**src/rtl/spi_ram_pkg.sv**
```systemverilog
// spi_ram_pkg: opcodes, FSM states, frame widths and command builder for the SPI RAM master
package spi_ram_pkg;
   localparam logic [1:0] OP_WR_ADDR = 2'b00;
   localparam logic [1:0] OP_WR_DATA = 2'b01;
   localparam logic [1:0] OP_RD_ADDR = 2'b10;
   localparam logic [1:0] OP_RD_DATA = 2'b11;
   localparam int CMD_BITS  = 10;
   localparam int DATA_BITS = 8;
   typedef enum logic [2:0] {ST_IDLE, ST_SETUP, ST_SHIFT, ST_HOLD, ST_GAP} state_t;
   // 10-bit frame word: first frame carries the address, second the data (or zero filler on reads)
   function automatic logic [CMD_BITS-1:0] frame_cmd(input logic is_write, input logic second,
                                                     input logic [DATA_BITS-1:0] addr,
                                                     input logic [DATA_BITS-1:0] wdata);
      return second ? (is_write ? {OP_WR_DATA, wdata} : {OP_RD_DATA, DATA_BITS'(0)})
                    : {(is_write ? OP_WR_ADDR : OP_RD_ADDR), addr};
   endfunction
endpackage

```
**src/rtl/spi_ram_master_sck_gen.sv**
```systemverilog
// spi_sck_gen: SCK half-period divider producing the mode-0 clock and its rise/fall strikes
module spi_sck_gen #(
   parameter int CLK_DIV = 2
) (
   input  logic clk,
   input  logic rst_n,
   input  logic i_clr,
   input  logic i_run,
   output logic o_tick,
   output logic o_rise,
   output logic o_fall,
   output logic o_sck
);
   logic [7:0] r_div;
   logic       r_sck;
   assign o_tick = (r_div == 8'(CLK_DIV - 1));
   assign o_rise = o_tick & i_run & ~r_sck;
   assign o_fall = o_tick & i_run & r_sck;
   assign o_sck  = r_sck;
   // divider restarts on every state change so each state spans whole half-periods
   always_ff @(posedge clk or negedge rst_n)
      if (!rst_n) r_div <= '0;
      else        r_div <= (i_clr | o_tick) ? '0 : r_div + 8'd1;
   // sck toggles at half-period boundaries only while shifting, so it always parks low
   always_ff @(posedge clk or negedge rst_n)
      if (!rst_n)                r_sck <= 1'b0;
      else if (o_rise | o_fall)  r_sck <= ~r_sck;
endmodule

```
**src/rtl/spi_ram_master.sv**
```systemverilog
// spi_ram_master: two-frame SPI RAM read/write master; SPI_RAM_MASTER_GAP_EN lengthens the inter-frame gap by GAP_HP half-periods
module spi_ram_master #(
   parameter int CLK_DIV = 2,
   parameter int GAP_HP  = 4
) (
   input  logic       clk,
   input  logic       rst_n,
   input  logic       req_valid,
   output logic       req_ready,
   input  logic       req_write,
   input  logic [7:0] req_addr,
   input  logic [7:0] req_wdata,
   output logic       rsp_valid,
   output logic [7:0] rsp_data,
   output logic       sck,
   output logic       ss_n,
   output logic       mosi,
   input  logic       miso
);
   import spi_ram_pkg::*;
`ifdef SPI_RAM_MASTER_GAP_EN
   localparam int GAP_LEN = 2 + GAP_HP;
`else
   localparam int GAP_LEN = 2;
`endif
   state_t                r_state, w_next;
   logic                  r_write, r_second, r_rsp_valid;
   logic [DATA_BITS-1:0]  r_addr, r_wdata, r_rx, r_rsp_data;
   logic [CMD_BITS-1:0]   r_sh, w_cmd;
   logic [4:0]            r_cnt;
   logic [7:0]            r_gap;
   logic                  w_accept, w_rd2, w_last, w_gap_done, w_load, w_clr;
   logic                  w_tick, w_rise, w_fall, w_sck;
   assign w_accept   = req_valid & req_ready;
   assign w_rd2      = ~r_write & r_second;
   assign w_last     = (r_cnt == (w_rd2 ? 5'd18 : 5'd9));
   assign w_gap_done = (r_gap == 8'(GAP_LEN - 1));
   assign w_load     = (w_next == ST_SETUP) & (r_state != ST_SETUP);
   assign w_clr      = (w_next != r_state) | (r_state == ST_IDLE);
   assign w_cmd      = (r_state == ST_IDLE) ? frame_cmd(req_write, 1'b0, req_addr, req_wdata)
                                            : frame_cmd(r_write, 1'b1, r_addr, r_wdata);
   assign req_ready  = (r_state == ST_IDLE);
   assign ss_n       = (r_state == ST_IDLE) | (r_state == ST_GAP);
   assign mosi       = r_sh[CMD_BITS-1];
   assign sck        = w_sck;
   assign rsp_valid  = r_rsp_valid;
   assign rsp_data   = r_rsp_data;
   spi_sck_gen #(.CLK_DIV(CLK_DIV)) u_sck_gen (
      .clk   (clk),
      .rst_n (rst_n),
      .i_clr (w_clr),
      .i_run (r_state == ST_SHIFT),
      .o_tick(w_tick),
      .o_rise(w_rise),
      .o_fall(w_fall),
      .o_sck (w_sck)
   );
   // next-state: every timed state advances on a half-period tick, SHIFT on its final falling edge
   always_comb begin
      w_next = r_state;
      case (r_state)
         ST_IDLE:  w_next = w_accept ? ST_SETUP : ST_IDLE;
         ST_SETUP: w_next = w_tick ? ST_SHIFT : ST_SETUP;
         ST_SHIFT: w_next = (w_fall & w_last) ? ST_HOLD : ST_SHIFT;
         ST_HOLD:  w_next = w_tick ? ST_GAP : ST_HOLD;
         ST_GAP:   w_next = (w_tick & w_gap_done) ? (r_second ? ST_IDLE : ST_SETUP) : ST_GAP;
         default:  w_next = ST_IDLE;
      endcase
   end
   // state register, request capture and first/second frame tracking
   always_ff @(posedge clk or negedge rst_n)
      if (!rst_n) begin
         r_state  <= ST_IDLE;
         r_write  <= 1'b0;
         r_addr   <= '0;
         r_wdata  <= '0;
         r_second <= 1'b0;
      end else begin
         r_state <= w_next;
         if (w_accept) begin
            r_write  <= req_write;
            r_addr   <= req_addr;
            r_wdata  <= req_wdata;
            r_second <= 1'b0;
         end else if (r_state == ST_GAP && w_next == ST_SETUP) r_second <= 1'b1;
      end
   // command shifter loads on SETUP entry and advances on sck falls; zeros fill behind so mosi rests low
   always_ff @(posedge clk or negedge rst_n)
      if (!rst_n) begin
         r_sh  <= '0;
         r_cnt <= '0;
         r_gap <= '0;
      end else begin
         if (w_load)      r_sh <= w_cmd;
         else if (w_fall) r_sh <= {r_sh[CMD_BITS-2:0], 1'b0};
         if (w_fall)      r_cnt <= w_last ? 5'd0 : r_cnt + 5'd1;
         if (r_state == ST_GAP && w_tick) r_gap <= w_gap_done ? 8'd0 : r_gap + 8'd1;
      end
   // read data: miso sampled on rises 12..19 of a read data frame, published when HOLD ends
   always_ff @(posedge clk or negedge rst_n)
      if (!rst_n) begin
         r_rx        <= '0;
         r_rsp_data  <= '0;
         r_rsp_valid <= 1'b0;
      end else begin
         r_rsp_valid <= 1'b0;
         if (w_rise & w_rd2 & (r_cnt >= 5'd11)) r_rx <= {r_rx[DATA_BITS-2:0], miso};
         if ((r_state == ST_HOLD) & w_tick & w_rd2) begin
            r_rsp_valid <= 1'b1;
            r_rsp_data  <= r_rx;
         end
      end
endmodule

```
**config.mk**
```make
export PLATFORM = sky130hd
export DESIGN_NAME = spi_ram_master
export DESIGN_NICKNAME = d
export VERILOG_FILES = /design/src/rtl/spi_ram_pkg.sv /design/src/rtl/spi_ram_master_sck_gen.sv /design/src/rtl/spi_ram_master.sv
export SDC_FILE = /design/constraint.sdc
export NUM_CORES = 1
export LEC_CHECK = 0
export ABC_AREA = 1
export CAP_MARGIN = 20
export CORE_ASPECT_RATIO = 1.25
export CORE_MARGIN = 2
export CORE_UTILIZATION = 50
export DETAILED_ROUTE_END_ITERATION = 10
export PLACE_DENSITY = 0.79
export RECOVER_POWER = 100
export SYNTH_ARGS = -nofsm -noshare
export SYNTH_HDL_FRONTEND = slang
export SYNTH_SLANG_ARGS = --single-unit
```
**constraint.sdc**
```tcl
create_clock -name clk -period 2.3 [get_ports clk]
set_clock_uncertainty 0.2 [all_clocks]
set_input_delay 0.345 -clock clk [delete_from_list [all_inputs] [get_ports clk]]
set_output_delay 0.345 -clock clk [all_outputs]
set_load 0.01 [all_outputs]
```
==> metrics.csv <==
stage;metric;value;unit
synth;most frequent cells after synthesis;nand2_1 (108), dfrtp_1 (62), inv_1 (34), nor2_1 (26), nand3_1 (22);
sta;Final Cycle Share;0.9431;
worst_hold_path;hold crit path type;input port to asynchronous set/reset pin;
synth;Post-Synth XOR/XNOR Area;0.02289;
setup_path;Slowest cell on crit path;dfrtp_1;
synth;Adder-Cell Fraction of Synth Area;0.02043;
placed_design;RePlAce Congestion;0.8391;
synth;Netlist cell types;35;
synth;largest family of logic cells by synthesized area;simple AND/OR/NAND/NOR gates;
power_and_ir_drop;clock power share;0.273;
routing;DR vias;2497;
floorplanning;die extent in y;91.49;µm
sta;worst slew pin tran;0.7689;ns
synth;top-count cell post-synth;nand2_1;
power_and_ir_drop;sw frac;0.3763;
finish;nets@finish;433;
synth;Syn Area/Cell;8.411;µm²
finish;# diodes;0;
floorplanning;std cell rows;31;
sta;TNS Setup;0;ns
placed_design;input/output buffers;33;
grt;initial antenna violation count;0;
finish;share of layout cells above drive strength 1;0.1262;
synth;largest area contributor in the netlist;dfrtp_1;
synth;dominant synthesized flop cell;dfrtp_1;
setup_path;CP Cell Sequence;inv_1 -> ha_1 -> nand2_1 -> nor2_1 -> nand3_1 -> nor2_2 -> nand2_2 -> nand3_1 -> nand2_1 -> nand3_4 -> nor2_2;
power_and_ir_drop;sequential share of power;0.415;
power_and_ir_drop;Leak Pwr;1.790;nW
synth;syn nets;390;
sta;Fmax;461.0;MHz
sta;Slew Limit Fails;0;
synth;Simple-Gate Fraction of Synth Area;0.2979;
setup_path;startpoint types;flip-flop;
synth;mux cell area share after synthesis;0.003678;
clocking;TritonCTS clock tree;built;
synth;top post-synthesis cells by area;dfrtp_1 (51%), nand2_1 (13%), inv_1 (4.2%), nand3_1 (3.6%), o21ai_0 (3.3%);
floorplanning;Core Box Area;5857;µm²
setup_path;max incr delay on CP;0.39;ns
power_and_ir_drop;Comb power frac;0.312;
synth;Syn Inst Count;364;
power_and_ir_drop;Tot Pwr;3.614;mW
run_status;status;completed;
routing;post-route antenna net violation count;0;
synth;Post-Syn Area;3062;µm²
routing;via/cell ratio;5.055;
run;maxcap violations;0;
sta;unrepaired setup endpoints after global routing;no;
setup_path;Worst Path Arrival;2.21;ns
floorplanning;DIE AREA;6769;µm²
power_and_ir_drop;P_sw;1.360;mW
clocking;Sink Count;62;
sta;Worst slew margin;0.4874;
grt;pin count of the biggest net entering global routing;33;
routing;Residual DRC;0;
clocking;Worst-Skew Late Latency;0.36;ns
sta;Setup Viol. Count Final;0;
setup_path;CP Capture Type;flip-flop;
synth;Synth Area in Compound Gates;0.08868;
grt;vias in the first global route;2485;
setup_path;Crit Path Category;flip-flop to flip-flop;
floorplanning;initial cell density of the core;0.5228;
synth;Ys Warns;0;
synth;post-synth top area share;0.5067;
sta;Final Hold Vio Count;0;
sta;min cycle time layout;2.169;ns
floorplanning;IO Pins;34;
synth;asr flop ratio synth;1.000;
setup_path;Worst Path Max Fanout;8;
clocking;CTS H-tree lvls;3;
setup_path;Critical Path RT;2.34;ns
power_and_ir_drop;peak supply drop;600.9;µV
routing;WL per Instance;12.28;µm
routing;DR iter-0 viols;152;
floorplanning;die width;73.99;µm
synth;Post-synth EDFFs;0;
clocking;root buf cell;clkbuf_8;
routing;DR pass1 iterations;4;
synth;sequential area share after synthesis;0.5067;
synth;Yosys reg bits;62;
finish;P&R area growth vs syn;20.43;%
clocking;CTS buffer count;9;
clocking;CTS clk-pin slew, worst paths;0.06;ns
placed_design;HPWL Detailed;4390;µm
setup_path;internal reg-to-reg setup slack;0.13;ns
power_and_ir_drop;internal power;2.254;mW
grt;Total GRT Usage;0.2083;
power_and_ir_drop;PD cells;980.1;nW/µm²
clocking;clock buffer depth;2;
grt;first-pass GRT wire length;10880;µm
grt;gr ovfl total;0;
routing;WL final;6067;µm
==> state kept, by name, indices dropped and copies added (netlist names) <==
name / cells
r_write: 1
r_second: 1
r_cnt: 5
rsp_valid: 1
u_sck_gen.r_div: 8
r_rx: 8
r_sh: 10
rsp_data: 8
r_gap: 8
r_state: 3
r_wdata: 8
u_sck_gen.o_sck: 1
==> metrics by stage <==
stage / instances / setup WS [ns] / hold WS (ns) / utilization / instance area (µm²)
2_1_floorplan: 364 / 0.4702 / -0.1506 / - / 3062
3_3_place_gp: 477 / 0.2363 / -0.06493 / 0.5960 / 3491
3_5_place_dp: 477 / 0.1743 / -0.06193 / 0.5960 / 3491
4_1_cts: 494 / 0.1775 / 0.09661 / 0.6341 / 3714
5_1_grt: 494 / 0.005723 / 0.1374 / 0.6296 / 3687
6_report: 494 / 0.1309 / 0.1145 / 0.6296 / 3687
==> area by class of cell <==
class,instances,area [µm²]
clock buffer,10,137.6
clock inverter,6,68.82
fill,502,2170
inverter,41,153.9
multi-input combinational,255,1318
sequential,62,1553
tap,82,102.6
timing repair buffer,38,354.1
==> power by group through the flow <==
stage	Sequential [mW]	Combinational, mW	Clock [mW]
3_5_place_dp	1.51	1.17	0
3_3_place_gp	1.50	1.16	0
6_report	1.50	1.13	0.987
5_1_grt	1.53	1.29	1.06
4_1_cts	1.50	1.18	1.01
2_1_floorplan	1.45	0.854	0
==> layout by cell type (no fill, tap or decap), types with 2 or more instances in the layout <==
master	Yosys	layout
nand2_1	108	109
dfrtp_1	62	61
nand3_1	22	23
nand2_2	4	3
nand3b_1	3	3
xor2_1	6	6
o21ai_0	20	28
a21oi_1	6	6
nor2_1	26	27
clkbuf_8	0	10
clkbuf_2	0	2
a31oi_1	2	2
xnor2_1	2	2
inv_1	34	34
ha_1	5	5
clkdlybuf4s50_1	0	19
nor3_1	3	3
o211ai_1	5	5
dlygate4sd3_1	0	13
inv_2	7	7
nor2_4	3	3
nor2_2	12	11
clkbuf_1	3	2
nand4_1	6	6
a22oi_1	2	2
clkinv_4	0	2
==> metal layers <==
| metal | part of all wire | track usage |
|---|---|---|
| met5 | 0 | 0 |
| met4 | 0.031 | 0.1091 |
| met3 | 0.046 | 0.05438 |
| met2 | 0.48 | 0.3229 |
| met1 | 0.44 | 0.2619 |
==> path summary, 6_finish.rpt <==
kind / from / endpoint / cells after the start
max: u_sck_gen.r_div[1]$_DFF_PN0_ / u_sck_gen.r_div[7]$_DFF_PN0_ / 11
min: rst_n / u_sck_gen.r_div[0]$_DFF_PN0_ / 2
max reg2reg: u_sck_gen.r_div[1]$_DFF_PN0_ / u_sck_gen.r_div[7]$_DFF_PN0_ / 11
min reg2reg: r_gap[7]$_DFFE_PN0P_ / r_gap[7]$_DFFE_PN0P_ / 1
max in group asynchronous: rst_n / r_cnt[0]$_DFFE_PN0P_ / 3
min in group clk: r_gap[7]$_DFFE_PN0P_ / r_gap[7]$_DFFE_PN0P_ / 1
==> worst max-delay path: cells and delay by family (launching register included) <==
kind	cells	cell delay, ns
flip-flops	1	0.39
AND/OR/NAND/NOR	9	1.20
adder cells (fa/ha/maj)	1	0.21
buffers and inverters	1	0.06
==> logic make-up (layout without fill, tap and decap cells) <==
kind of cell,Yosys count,after routing
and+or+nand+nor,194,194
muxes,1,1
adders and majority gates,5,5
buffers and inverters,47,95
DFF,62,62
AOI/OAI and AO/OA,47,47
xor gates and xnor gates,8,8
==> timing repair <==
item	4_1_cts	5_1_grt
pin swaps	0	0
buffers inserted	0	0
endpoints found under the hold margin	62	0
hold buffers	1	0
gates resized for setup	4	1
setup endpoints to repair	1	4
(Power assumes the default switching activity.)
